`src/rtl/reset_sequencer.sv`:
```
// reset_sequencer: synchronises the power-on reset release to sysClock, then frees
// NUM_DOMAINS subsystem resets one at a time, STAGE_DELAY cycles apart. A rising edge
// on softResetReq while running re-runs the whole release sequence.
// Optional feature: define RESET_SEQ_WATCHDOG_EN to add the wdtKick input and a
// run-time watchdog that triggers the same soft-reset sequence on timeout.
module reset_sequencer #(
  parameter int unsigned NUM_DOMAINS = 4,
  parameter int unsigned STAGE_DELAY = 250,
  parameter int unsigned SYNC_STAGES = 2,
  parameter int unsigned SOFT_PULSE  = 16,
  parameter int unsigned WDT_TIMEOUT = 1024
) (
  input  logic                   sysClock,
  input  logic                   reset,
  input  logic                   softResetReq,
`ifdef RESET_SEQ_WATCHDOG_EN
  input  logic                   wdtKick,
`endif
  output logic                   softResetAck,
  output logic [NUM_DOMAINS-1:0] domainReset,
  output logic                   allReady,
  output logic [1:0]             seqState
);

  localparam int unsigned MAX_AB = (STAGE_DELAY > SOFT_PULSE) ? STAGE_DELAY : SOFT_PULSE;
  localparam int unsigned MAX_CNT = (MAX_AB > WDT_TIMEOUT) ? MAX_AB : WDT_TIMEOUT;
  localparam int unsigned CNT_W = $clog2(MAX_CNT + 1);
  localparam int unsigned IDX_W = (NUM_DOMAINS > 1) ? $clog2(NUM_DOMAINS) : 1;
  localparam int unsigned CHAIN_W = SYNC_STAGES - 1;

  typedef enum logic [1:0] {
    HOLD    = 2'd0,
    RELEASE = 2'd1,
    RUN     = 2'd2,
    SOFT    = 2'd3
  } stateT;

  stateT state, stateNext;

  // The state register acts as the final synchroniser stage, so the chain holds one
  // flop fewer than SYNC_STAGES and HOLD exits on the edge that would load that stage.
  logic [CHAIN_W-1:0] syncChain;
  logic               rstS;

  logic [CNT_W-1:0]       cnt, cntNext;
  logic [IDX_W-1:0]       idx, idxNext;
  logic [NUM_DOMAINS-1:0] domainResetNext;
  logic                   allReadyNext;
  logic                   ackNext;
  logic                   prevReq;
  logic                   softEdge;
  logic                   relTick;
  logic                   lastDomain;
  logic                   softTick;
`ifdef RESET_SEQ_WATCHDOG_EN
  logic [CNT_W-1:0]       wdtCnt, wdtCntNext;
  logic                   wdtExpire;
`endif

  assign rstS       = syncChain[CHAIN_W-1];
  assign softEdge   = softResetReq & ~prevReq;
  assign relTick    = (cnt == CNT_W'(STAGE_DELAY - 1));
  assign lastDomain = (idx == IDX_W'(NUM_DOMAINS - 1));
  assign softTick   = (cnt == CNT_W'(SOFT_PULSE - 1));
`ifdef RESET_SEQ_WATCHDOG_EN
  assign wdtExpire  = ~wdtKick & (wdtCnt == CNT_W'(WDT_TIMEOUT - 1));
`endif

  // Reset-release synchroniser and soft-request edge history.
  always_ff @(posedge sysClock or posedge reset) begin
    if (reset) begin
      syncChain <= '1;
      prevReq   <= 1'b0;
    end else begin
      syncChain <= syncChain << 1;
      prevReq   <= softResetReq;
    end
  end

  // State register.
  always_ff @(posedge sysClock or posedge reset) begin
    if (reset) state <= HOLD;
    else       state <= stateNext;
  end

  // Next-state logic.
  always_comb begin
    stateNext = state;
    case (state)
      HOLD:    if (!rstS) stateNext = RELEASE;
      RELEASE: if (relTick && lastDomain) stateNext = RUN;
      RUN: begin
        if (softEdge) stateNext = SOFT;
`ifdef RESET_SEQ_WATCHDOG_EN
        else if (wdtExpire) stateNext = SOFT;
`endif
      end
      SOFT:    if (softTick) stateNext = RELEASE;
      default: stateNext = HOLD;
    endcase
  end

  // Next values for counters and registered outputs.
  always_comb begin
    cntNext         = cnt;
    idxNext         = idx;
    domainResetNext = domainReset;
    allReadyNext    = allReady;
    ackNext         = 1'b0;
`ifdef RESET_SEQ_WATCHDOG_EN
    wdtCntNext      = '0;
`endif
    case (state)
      HOLD: begin
        cntNext = '0;
        idxNext = '0;
      end
      RELEASE: begin
        if (relTick) begin
          domainResetNext[idx] = 1'b0;
          cntNext              = '0;
          idxNext              = IDX_W'(idx + 1'b1);
          if (lastDomain) allReadyNext = 1'b1;
        end else begin
          cntNext = CNT_W'(cnt + 1'b1);
        end
      end
      RUN: begin
        if (stateNext == SOFT) begin
          domainResetNext = '1;
          allReadyNext    = 1'b0;
          cntNext         = '0;
        end
`ifdef RESET_SEQ_WATCHDOG_EN
        else if (wdtKick) wdtCntNext = '0;
        else              wdtCntNext = CNT_W'(wdtCnt + 1'b1);
`endif
      end
      SOFT: begin
        if (softTick) begin
          ackNext = 1'b1;
          cntNext = '0;
          idxNext = '0;
        end else begin
          cntNext = CNT_W'(cnt + 1'b1);
        end
      end
      default: ;
    endcase
  end

  // Counter and output registers.
  always_ff @(posedge sysClock or posedge reset) begin
    if (reset) begin
      cnt          <= '0;
      idx          <= '0;
      domainReset  <= '1;
      allReady     <= 1'b0;
      softResetAck <= 1'b0;
`ifdef RESET_SEQ_WATCHDOG_EN
      wdtCnt       <= '0;
`endif
    end else begin
      cnt          <= cntNext;
      idx          <= idxNext;
      domainReset  <= domainResetNext;
      allReady     <= allReadyNext;
      softResetAck <= ackNext;
`ifdef RESET_SEQ_WATCHDOG_EN
      wdtCnt       <= wdtCntNext;
`endif
    end
  end

  assign seqState = state;

endmodule

```
`config.mk`:
```
export PLATFORM = sky130hd
export DESIGN_NAME = reset_sequencer
export DESIGN_NICKNAME = d
export VERILOG_FILES = /design/src/rtl/reset_sequencer.sv
export SDC_FILE = /design/constraint.sdc
export NUM_CORES = 1
export LEC_CHECK = 0
export ABC_AREA = 1
export CAP_MARGIN = 0
export CORE_MARGIN = 1
export CORE_UTILIZATION = 50
export CTS_BUF_LIST = sky130_fd_sc_hd__clkbuf_8
export DETAILED_ROUTE_END_ITERATION = 6
export PLACE_DENSITY = 0.71
export SYNTH_ARGS = -nofsm -noshare
export SYNTH_HDL_FRONTEND = slang
export SYNTH_SLANG_ARGS = --single-unit
```
`constraint.sdc`:
```
create_clock -name sysClock -period 1.2 [get_ports sysClock]
set_input_delay 0.24 -clock sysClock [delete_from_list [all_inputs] [get_ports sysClock]]
set_output_delay 0.24 -clock sysClock [all_outputs]
set_load 0.005 [all_outputs]
```
After elaboration in Yosys (flattened, before gate mapping)
Index checks and enable logic that the tools add are counted.
- output and inout port bits: 8
- input bits: 3
- logic and storage cells: 58
- bits in registers: 23
- $lt $le $gt $ge: 2
- bitwise operators: 4
- reductions and logical operators: 8
- add/sub/neg operators: 2
- equal/unequal tests: 11
- mux-type cells: 23
- operators with widths (cell ; number):
    case mux 11 bit (4 select lines) ; 1
    2-to-1 mux 11 bit ; 3
    2-to-1 mux 2 bit ; 6
    adder 11 x 1 -> 11 bit, second input constant ; 1
    equality test 11 x 4 -> 1 bit, second input constant ; 1
    equality test 11 x 8 -> 1 bit, second input constant ; 1
    equality test 2 bit, second input constant ; 4
    2-to-1 mux 4 bit ; 2
    inequality test 2 bit, second input constant ; 4
    case mux 2 bit (4 select lines) ; 1
    case mux 4 bit (2 select lines) ; 1
    2-to-1 mux 1 bit ; 6
    case mux 2 bit (3 select lines) ; 1
    AND reduction 3 bit ; 2
    bitwise AND 4 bit ; 1
    inverter 4 bit ; 1
    AND reduction 4 bit ; 1
    less-than comparator 2 x 3 -> 1 bit, second input constant ; 1
    nonzero test 3 bit ; 1
    adder 2 x 1 -> 2 bit, second input constant ; 1
    demux 1 bit (select 2 bit) ; 1
    equality test 2 x 1 -> 1 bit, second input constant ; 1
    greater-or-equal comparator 2 x 1 -> 1 bit, second input constant ; 1
    logical AND 1 bit ; 2
    5 further kinds ; 5

Depth between registers and ports, before layout
Gate-level depths: netlist of run 1.
- depth after elaboration: 8
- mapped depth: 9
- mapped depth without buffers: 9

Least setup slack after synthesis of run 1
Ideal clock, no wire load.
- kind: register to register
- start: reg cnt[0]
- end: reg cnt[5]
- required time: 1.081 ns
- stages on the path, launching flop included: 9
- data arrival time: 1.158 ns
- library setup time: 0.119 ns
- path buffers: 0
- path slack: -0.076 ns
- clock period less this slack: 1.276 ns
- path through: dfrtp_1 > ha_1 > nand3_2 > nor2_1 > nand2_1 > nand2_2 > nand2_4 > nand2_2 > o21ai_2
- cells in the longest elaborated chain, start to end: 6
- elaborated cells between the ends (all ways): 12
- classes of those cells: 1 x add/sub; 4 x eq/ne; 6 x mux; 1 x reduce/logical
- ends and longest elaborated chain (what ; line ; source):
    start, declared ; 45 ; logic [CNT_W-1:0] cnt, cntNext;
    start signal, assigned ; 164 ; cnt <= cntNext;
    equality test 11 x 8 -> 1 bit ; 62 ; assign relTick = (cnt == CNT_W'(STAGE_DELAY - 1));
    logical AND 1 bit ; 91 ; RELEASE: if (relTick && lastDomain) stateNext = RUN;
    2-to-1 mux 2 bit ; 91 ;
    case mux 2 bit (4 select lines) ; 89 ; case (state)
    equality test 2 bit ; 129 ; if (stateNext == SOFT) begin
    inequality test 2 bit (no line) ; n/a ;
Parallel ways exist; a longest one is shown, timed or not.
A chain may end at the register's enable or synchronous reset.

Worst setup path in the final report of run 1
- start: reg cnt[0]
- end: reg cnt[2]
The elaborated chain is that of the path after synthesis.

==> flow_metrics.env, run 1 <==
export IMPL_syn_cell_area_um2=1230
export IMPL_path_clk_slew_ns=0.08
export IMPL_p_total_w=0.001295
export IMPL_drtIter0Drc=30
export IMPL_numCtsBuffers=3
export IMPL_crit_start="cnt[0]"
export IMPL_io_pins=11
export IMPL_yosys_most_used_dff="dfrtp_1"
export IMPL_cp_arrival_ns=1.58
export IMPL_rsz0062_at_grt="true"
export IMPL_r2r_start="cnt[0]"
export IMPL_fin_setup_tns_ns=-3.686
export IMPL_power_density_nw_per_um2=754.0
export IMPL_portBuffers=10
export IMPL_drv_slew=0
export IMPL_nFillCells=157
export IMPL_clock_path_buffers=2
export IMPL_fmax_mhz=706.6
export IMPL_p_leak_nw=0.8768
export IMPL_seq_area_frac_synth=0.4730
export IMPL_diodes=0
export IMPL_synth_nets=160
export IMPL_cpMaxStageDelayCell="dfrtp_2"
export IMPL_endpoint="cnt[2]"
export IMPL_drive_gt1_frac=0.4136
export IMPL_antenna_found_initial=0
export IMPL_rows=17
export IMPL_drc=0
export IMPL_antenna_left=0
export IMPL_synth_cell_types=23
export IMPL_cts_tree="yes"
export IMPL_crit_chain="ha_2, nand3_2, nor2_2, nand2_2, nand2_4, nand2_4, nand2_2, o21ai_2"
export IMPL_fin_cells=219
export IMPL_die_area_um2=2662
export IMPL_status="complete, but fails checks"
export IMPL_final_nets=201
export IMPL_r2r_slack_ns=-0.22
export IMPL_start_util=0.5455
export IMPL_worstPathMaxFanout=5
export IMPL_grt_usage=0.2217
export IMPL_synth_warnings=0
export IMPL_path_class="reg -> reg"
export IMPL_place_hpwl_um=1782
export IMPL_gr_total_overflow=0
export IMPL_max_stage_delay_ns=0.41
export IMPL_routed_wl_um=2867
export IMPL_syn_to_final_growth_pct=39.67
export IMPL_critPathRequiredTime_ns=1.36
export IMPL_setup_viol=21
export IMPL_postSynthCellCount=151
export IMPL_wl_per_cell_um=13.09
export IMPL_fin_skew_ns=0.002313
export IMPL_final_area_um2=1718
export IMPL_grt_pass1_vias=988
export IMPL_final_hold_viol_count=0
export IMPL_clk_insertion_delay_late_ns=0.27
export IMPL_die_y_um=51.60
export IMPL_period_share=1.179
export IMPL_grt_max_degree=24
export IMPL_h_tree_depth=1
export IMPL_reg2reg_depth=8
export IMPL_dp_cells=207
export IMPL_ys_seq_elements=23
export IMPL_vias=1102
export IMPL_async_flop_share=1.000
export IMPL_gp_congestion=0.8373
export IMPL_cts_sinks=23
export IMPL_postPlaceCellArea_um2=1528
export IMPL_coreArea_um2=2255
export IMPL_peakVddDrop_uv=581.4
export IMPL_grt_pass1_wl_um=4271
export IMPL_setup_ws_ns=-0.2151
export IMPL_finalCriticalPeriod_ns=1.415
export IMPL_r2r_end="cnt[2]"
export IMPL_worstSetupEndpointType="flop"
export IMPL_drt_pass1_iterations=4
export IMPL_viasPerCell=5.032
export IMPL_avgSynthCellArea_um2=8.145
export IMPL_cap_violations=0
export IMPL_cts_root_buf="clkbuf_8"
export IMPL_synth_edff_count=0
export IMPL_hold_path_class="in -> async"
export IMPL_violations="setup timing"
export IMPL_cp_start_kind="flop"
export IMPL_die_w_um=51.60
==> layout make-up <==
type                    count  area (um^2)  area share
clock inverters             1        5.005    0.002913
repair buffers             35        295.3      0.1719
flip-flops and latches     23        584.3      0.3401
multi-input cells         104        663.1      0.3860
inverters                  25        93.84     0.05462
well taps                  28        35.03     0.02039
clock buffers               3        41.29     0.02403
==> cells in the final DEF, fill, tap and decap left out, types with 4 or more instances in the layout <==
cell type	Yosys	routed
buf_2	0	4
buf_4	0	21
dfrtp_1	18	16
dfstp_2	5	5
dlygate4sd2_1	0	4
ha_1	6	4
inv_1	24	22
nand2_1	47	37
nand2_2	5	13
nand2_4	1	4
nand3_1	8	4
nand3_2	2	5
nor2_1	8	5
nor2_2	3	5
o21ai_1	6	6
xor2_1	4	4
==> worst min-delay path by stage <==
stage / startpoint / depth (start not counted) / end
after floorplan: reset / 1 / allReady
after global routing: reset / 3 / softResetAck
after global placement: domainReset[0] / 2 / domainReset[0]
final: reset / 3 / softResetAck
after CTS: reset / 3 / softResetAck
after detailed placement: domainReset[0] / 2 / domainReset[0]
==> flip-flops by register name, indices dropped and copies added (netlist names) <==
| signal | flops |
|---|---|
| cnt | 11 |
| domainReset | 4 |
| idx | 2 |
| seqState | 2 |
| allReady | 1 |
| prevReq | 1 |
| rstS | 1 |
| softResetAck | 1 |
==> Yosys cell counts, types with 2 or more instances <==
cell | instances | share of area
nand2_1 | 47 | 0.14
inv_1 | 24 | 0.073
dfrtp_1 | 18 | 0.37
nand3_1 | 8 | 0.033
nor2_1 | 8 | 0.024
ha_1 | 6 | 0.061
o21ai_1 | 6 | 0.024
dfstp_2 | 5 | 0.11
nand2_2 | 5 | 0.025
o21ai_0 | 4 | 0.016
xor2_1 | 4 | 0.028
nor2_2 | 3 | 0.015
nand3_2 | 2 | 0.016
nor2_4 | 2 | 0.018
==> cell families after synthesis <==
logic type,count (synthesis),synth area share
simple gates,78,0.2940
buf+inv,25,0.07630
flops,23,0.4730
compound gates,14,0.06409
fa+ha+maj,6,0.06104
xor+xnor,4,0.02848
other cells,1,0.003049
==> power by group <==
group / switching (W) / internal, W / total [W]
Clock: 0.000250 / 0.000232 / 0.000482
Combinational: 0.0000195 / 0.0000132 / 0.0000327
Sequential: 0.000000843 / 0.000780 / 0.000781
==> per-layer routing <==
metal	share of wire	vias to the layer above	track usage
met2	0.50	31	0.3615
met3	0.049	7	0.03509
met1	0.43	522	0.2946
met4	0.020	0	0.08559
met5	0	-	0
li1	-	542	-
==> worst max-delay path, delay by kind of cell (launching register included) <==
family | cells | cell delay [ns]
AOI/OAI and AO/OA | 1 | 0.06
adders and majority gates | 1 | 0.20
DFF | 1 | 0.41
and+or+nand+nor | 6 | 0.64
==> metrics by stage <==
step	worst slack, ns	utilization	hold slack [ns]
final	-0.2151	0.7619	0.3002
after floorplan	-0.07283	-	0.2382
after detailed placement	-0.1983	0.6776	0.4556
after global placement	-0.1725	0.6776	0.4479
after CTS	-0.1746	0.7231	0.3032
after global routing	-0.3062	0.7619	0.3265
==> timing repair <==
item / 4_1_cts / 5_1_grt
buffers inserted: 6 / 1
gates cloned: 0 / 1
pin swaps: 3 / 7
hold buffers: 0 / 0
resized for setup: 30 / 23
endpoints found under the setup margin: 29 / 21
No activity file was read; power rests on OpenSTA's default activity.
==> run 2: changes to the inputs <==
CAP_MARGIN = not set   (was 0)
SLEW_MARGIN = 10   (was not set)
==> results of run 2 <==
Final layout, timing and power as in run 1 (identical DEF).
==> run 3: changes to the inputs <==
TNS_END_PERCENT = 1   (was not set)
==> run 3 against run 2 <==
Against the previous run:
- the flow still finishes with violations (setup timing)
- critical path depth is 1 higher
- fmax is 1.5% higher
- combinational power hardly changed
- final area is 0.80% lower
- first-iteration DRC count is 13% higher
- wire length is 4.7% higher
- sequential share of layout area is 0.27 points higher
- via count stayed put
- flip-flop and latch count stayed put
- critical path type unchanged
- critical endpoint is now cnt[7]
- largest cell class unchanged
==> flow_metrics.env, run 3 (synthesis results as in run 1) <==
export IMPL_worstSetupEndpointType="flop"
export IMPL_coreArea_um2=2255
export IMPL_cp_start_kind="flop"
export IMPL_final_nets=201
export IMPL_seq_power_share=0.607
export IMPL_largest_reg_flops=11
export IMPL_die_w_um=51.60
export IMPL_viasPerCell=5.032
export IMPL_crit_chain="inv_2, ha_4, nand3_2, nor2_2, nand2_2, nand2_4, nand2_4, nand3_1, nand2_1"
export IMPL_drive_gt1_frac=0.3717
export IMPL_drv_slew=0
export IMPL_cts_hold_buf=0
export IMPL_p_comb_frac=0.025
export IMPL_power_density_nw_per_um2=755.0
export IMPL_cts_root_buf="clkbuf_8"
export IMPL_internal_power_w=0.001022
export IMPL_cap_violations=0
export IMPL_path_clk_slew_ns=0.08
export IMPL_swShare=0.2060
export IMPL_routed_wl_um=3002
export IMPL_fmax_mhz=717.5
export IMPL_cp_common_cell="nand2_4"
export IMPL_layout_commonest_cell="nand2_1"
export IMPL_max_stage_delay_ns=0.41
export IMPL_final_hold_viol_count=0
export IMPL_crit_buf_inv=1
export IMPL_drc=0
export IMPL_start_util=0.5455
export IMPL_crit_family="simple AND/OR/NAND/NOR gates"
export IMPL_grt_pass1_wl_um=5140
export IMPL_path_class="reg -> reg"
export IMPL_status="complete, but fails checks"
export IMPL_p_total_w=0.001287
export IMPL_p_leak_nw=0.8758
export IMPL_antenna_found_initial=0
export IMPL_vias=1102
export IMPL_portBuffers=10
export IMPL_numCtsBuffers=3
export IMPL_reg_top3="cnt x11, domainReset x4"
export IMPL_gr_total_overflow=0
export IMPL_hold_path_class="in -> async"
export IMPL_finalCriticalPeriod_ns=1.394
export IMPL_grt_usage=0.2697
export IMPL_fin_cells=219
export IMPL_cp_arrival_ns=1.55
export IMPL_grt_max_degree=24
export IMPL_dp_cells=209
export IMPL_cts_sinks=23
export IMPL_power_switching_w=0.0002650
export IMPL_gp_congestion=0.8323
export IMPL_final_cell_mix="nand2_1, inv_1, buf_4, dfrtp_1"
export IMPL_die_y_um=51.60
export IMPL_diodes=0
export IMPL_violations="setup timing"
export IMPL_pre_cts_slack_ns=-0.2653
export IMPL_antenna_left=0
export IMPL_setup_viol=21
export IMPL_clock_path_buffers=2
export IMPL_wl_per_cell_um=13.71
export IMPL_io_pins=11
export IMPL_largest_register="cnt"
export IMPL_setup_ws_ns=-0.1937
export IMPL_place_hpwl_um=1983
export IMPL_fin_skew_ns=0.002429
export IMPL_cpMaxStageDelayCell="dfrtp_1"
export IMPL_grt_pass1_vias=1165
export IMPL_nFillCells=164
export IMPL_drt_pass1_iterations=4
export IMPL_pwr_share_clk=0.367
export IMPL_syn_to_final_growth_pct=38.56
export IMPL_h_tree_depth=1
export IMPL_peakVddDrop_uv=795.8
export IMPL_worstPathMaxFanout=5
export IMPL_critPathRequiredTime_ns=1.36
export IMPL_period_share=1.161
export IMPL_drtIter0Drc=34
export IMPL_rsz0062_at_grt="true"
export IMPL_cts_tree="yes"
export IMPL_die_area_um2=2662
export IMPL_rows=17
export IMPL_clk_insertion_delay_late_ns=0.26
export IMPL_fin_util=0.7558
[run 3: cell count changes in the layout (fill, tap and decap cells not counted), moves of 2 or more]
cell     change
nand2_2      -8
nand2_1      +6
buf_4        +2
buf_6        -2
inv_1        +2
[run 3: path summary, 6_finish.rpt]
path / from / endpoint / slack (ns) / cells after the start
max: cnt[1] / cnt[7] / -0.19 / 9
min: reset / idx[1] / 0.30 / 3
max reg2reg: cnt[1] / cnt[7] / -0.19 / 9
min reg2reg: domainReset[2] / domainReset[2] / 0.46 / 2
max in group asynchronous: reset / rstS / 0.68 / 3
min in group sysClock: softResetReq / prevReq / 0.45 / 1
[run 3: power groups by stage]
stage | logic [W] | registers [W] | clock network, W
after floorplan | 0.0000137 | 0.000795 | 0
after global placement | 0.0000328 | 0.000795 | 0
after detailed placement | 0.0000338 | 0.000796 | 0
after CTS | 0.0000339 | 0.000781 | 0.000491
after global routing | 0.0000371 | 0.000782 | 0.000499
final | 0.0000325 | 0.000781 | 0.000473
[run 3: layout make-up]
| cell class | instances | area [um^2] | share of cell area |
|---|---|---|---|
| clock buffers | 3 | 41.29 | 0.02423 |
| clock inverters | 1 | 3.754 | 0.002203 |
| inverters | 25 | 93.84 | 0.05507 |
| multi-input cells | 104 | 658.1 | 0.3862 |
| flip-flops and latches | 23 | 584.3 | 0.3429 |
| well taps | 28 | 35.03 | 0.02056 |
| repair buffers | 35 | 287.8 | 0.1689 |
[run 3: metrics by stage]
step | hold slack, ns | instance area [um^2] | setup TNS, ns
floorplan | 0.2382 | 1232 | -0.8329
global placement | 0.4478 | 1543 | -2.582
detailed placement | 0.4515 | 1543 | -3.612
CTS | 0.3054 | 1700 | -2.852
global route | 0.3246 | 1704 | -4.697
finish | 0.2973 | 1704 | -3.094
[run 3: repair_timing]
item                       in CTS  in global routing
pin swaps                      10                  2
cloned                          1                  0
resized for setup              43                  2
setup buffers                   5                  0
setup endpoints to repair      29                 21
[run 3: layer usage]
metal  GRT usage  share of wire  vias to the layer above
met1      0.3165           0.43                      523
met5           0              0                        -
met2      0.4978           0.51                       28
met4     0.09459          0.024                        0
met3     0.03509          0.027                       11
li1            -              -                      540
[run 3: worst min-delay path, delay by kind of cell]
| kind | cells | cell delay (ns) |
|---|---|---|
| buffers and inverters | 3 | 0.67 |
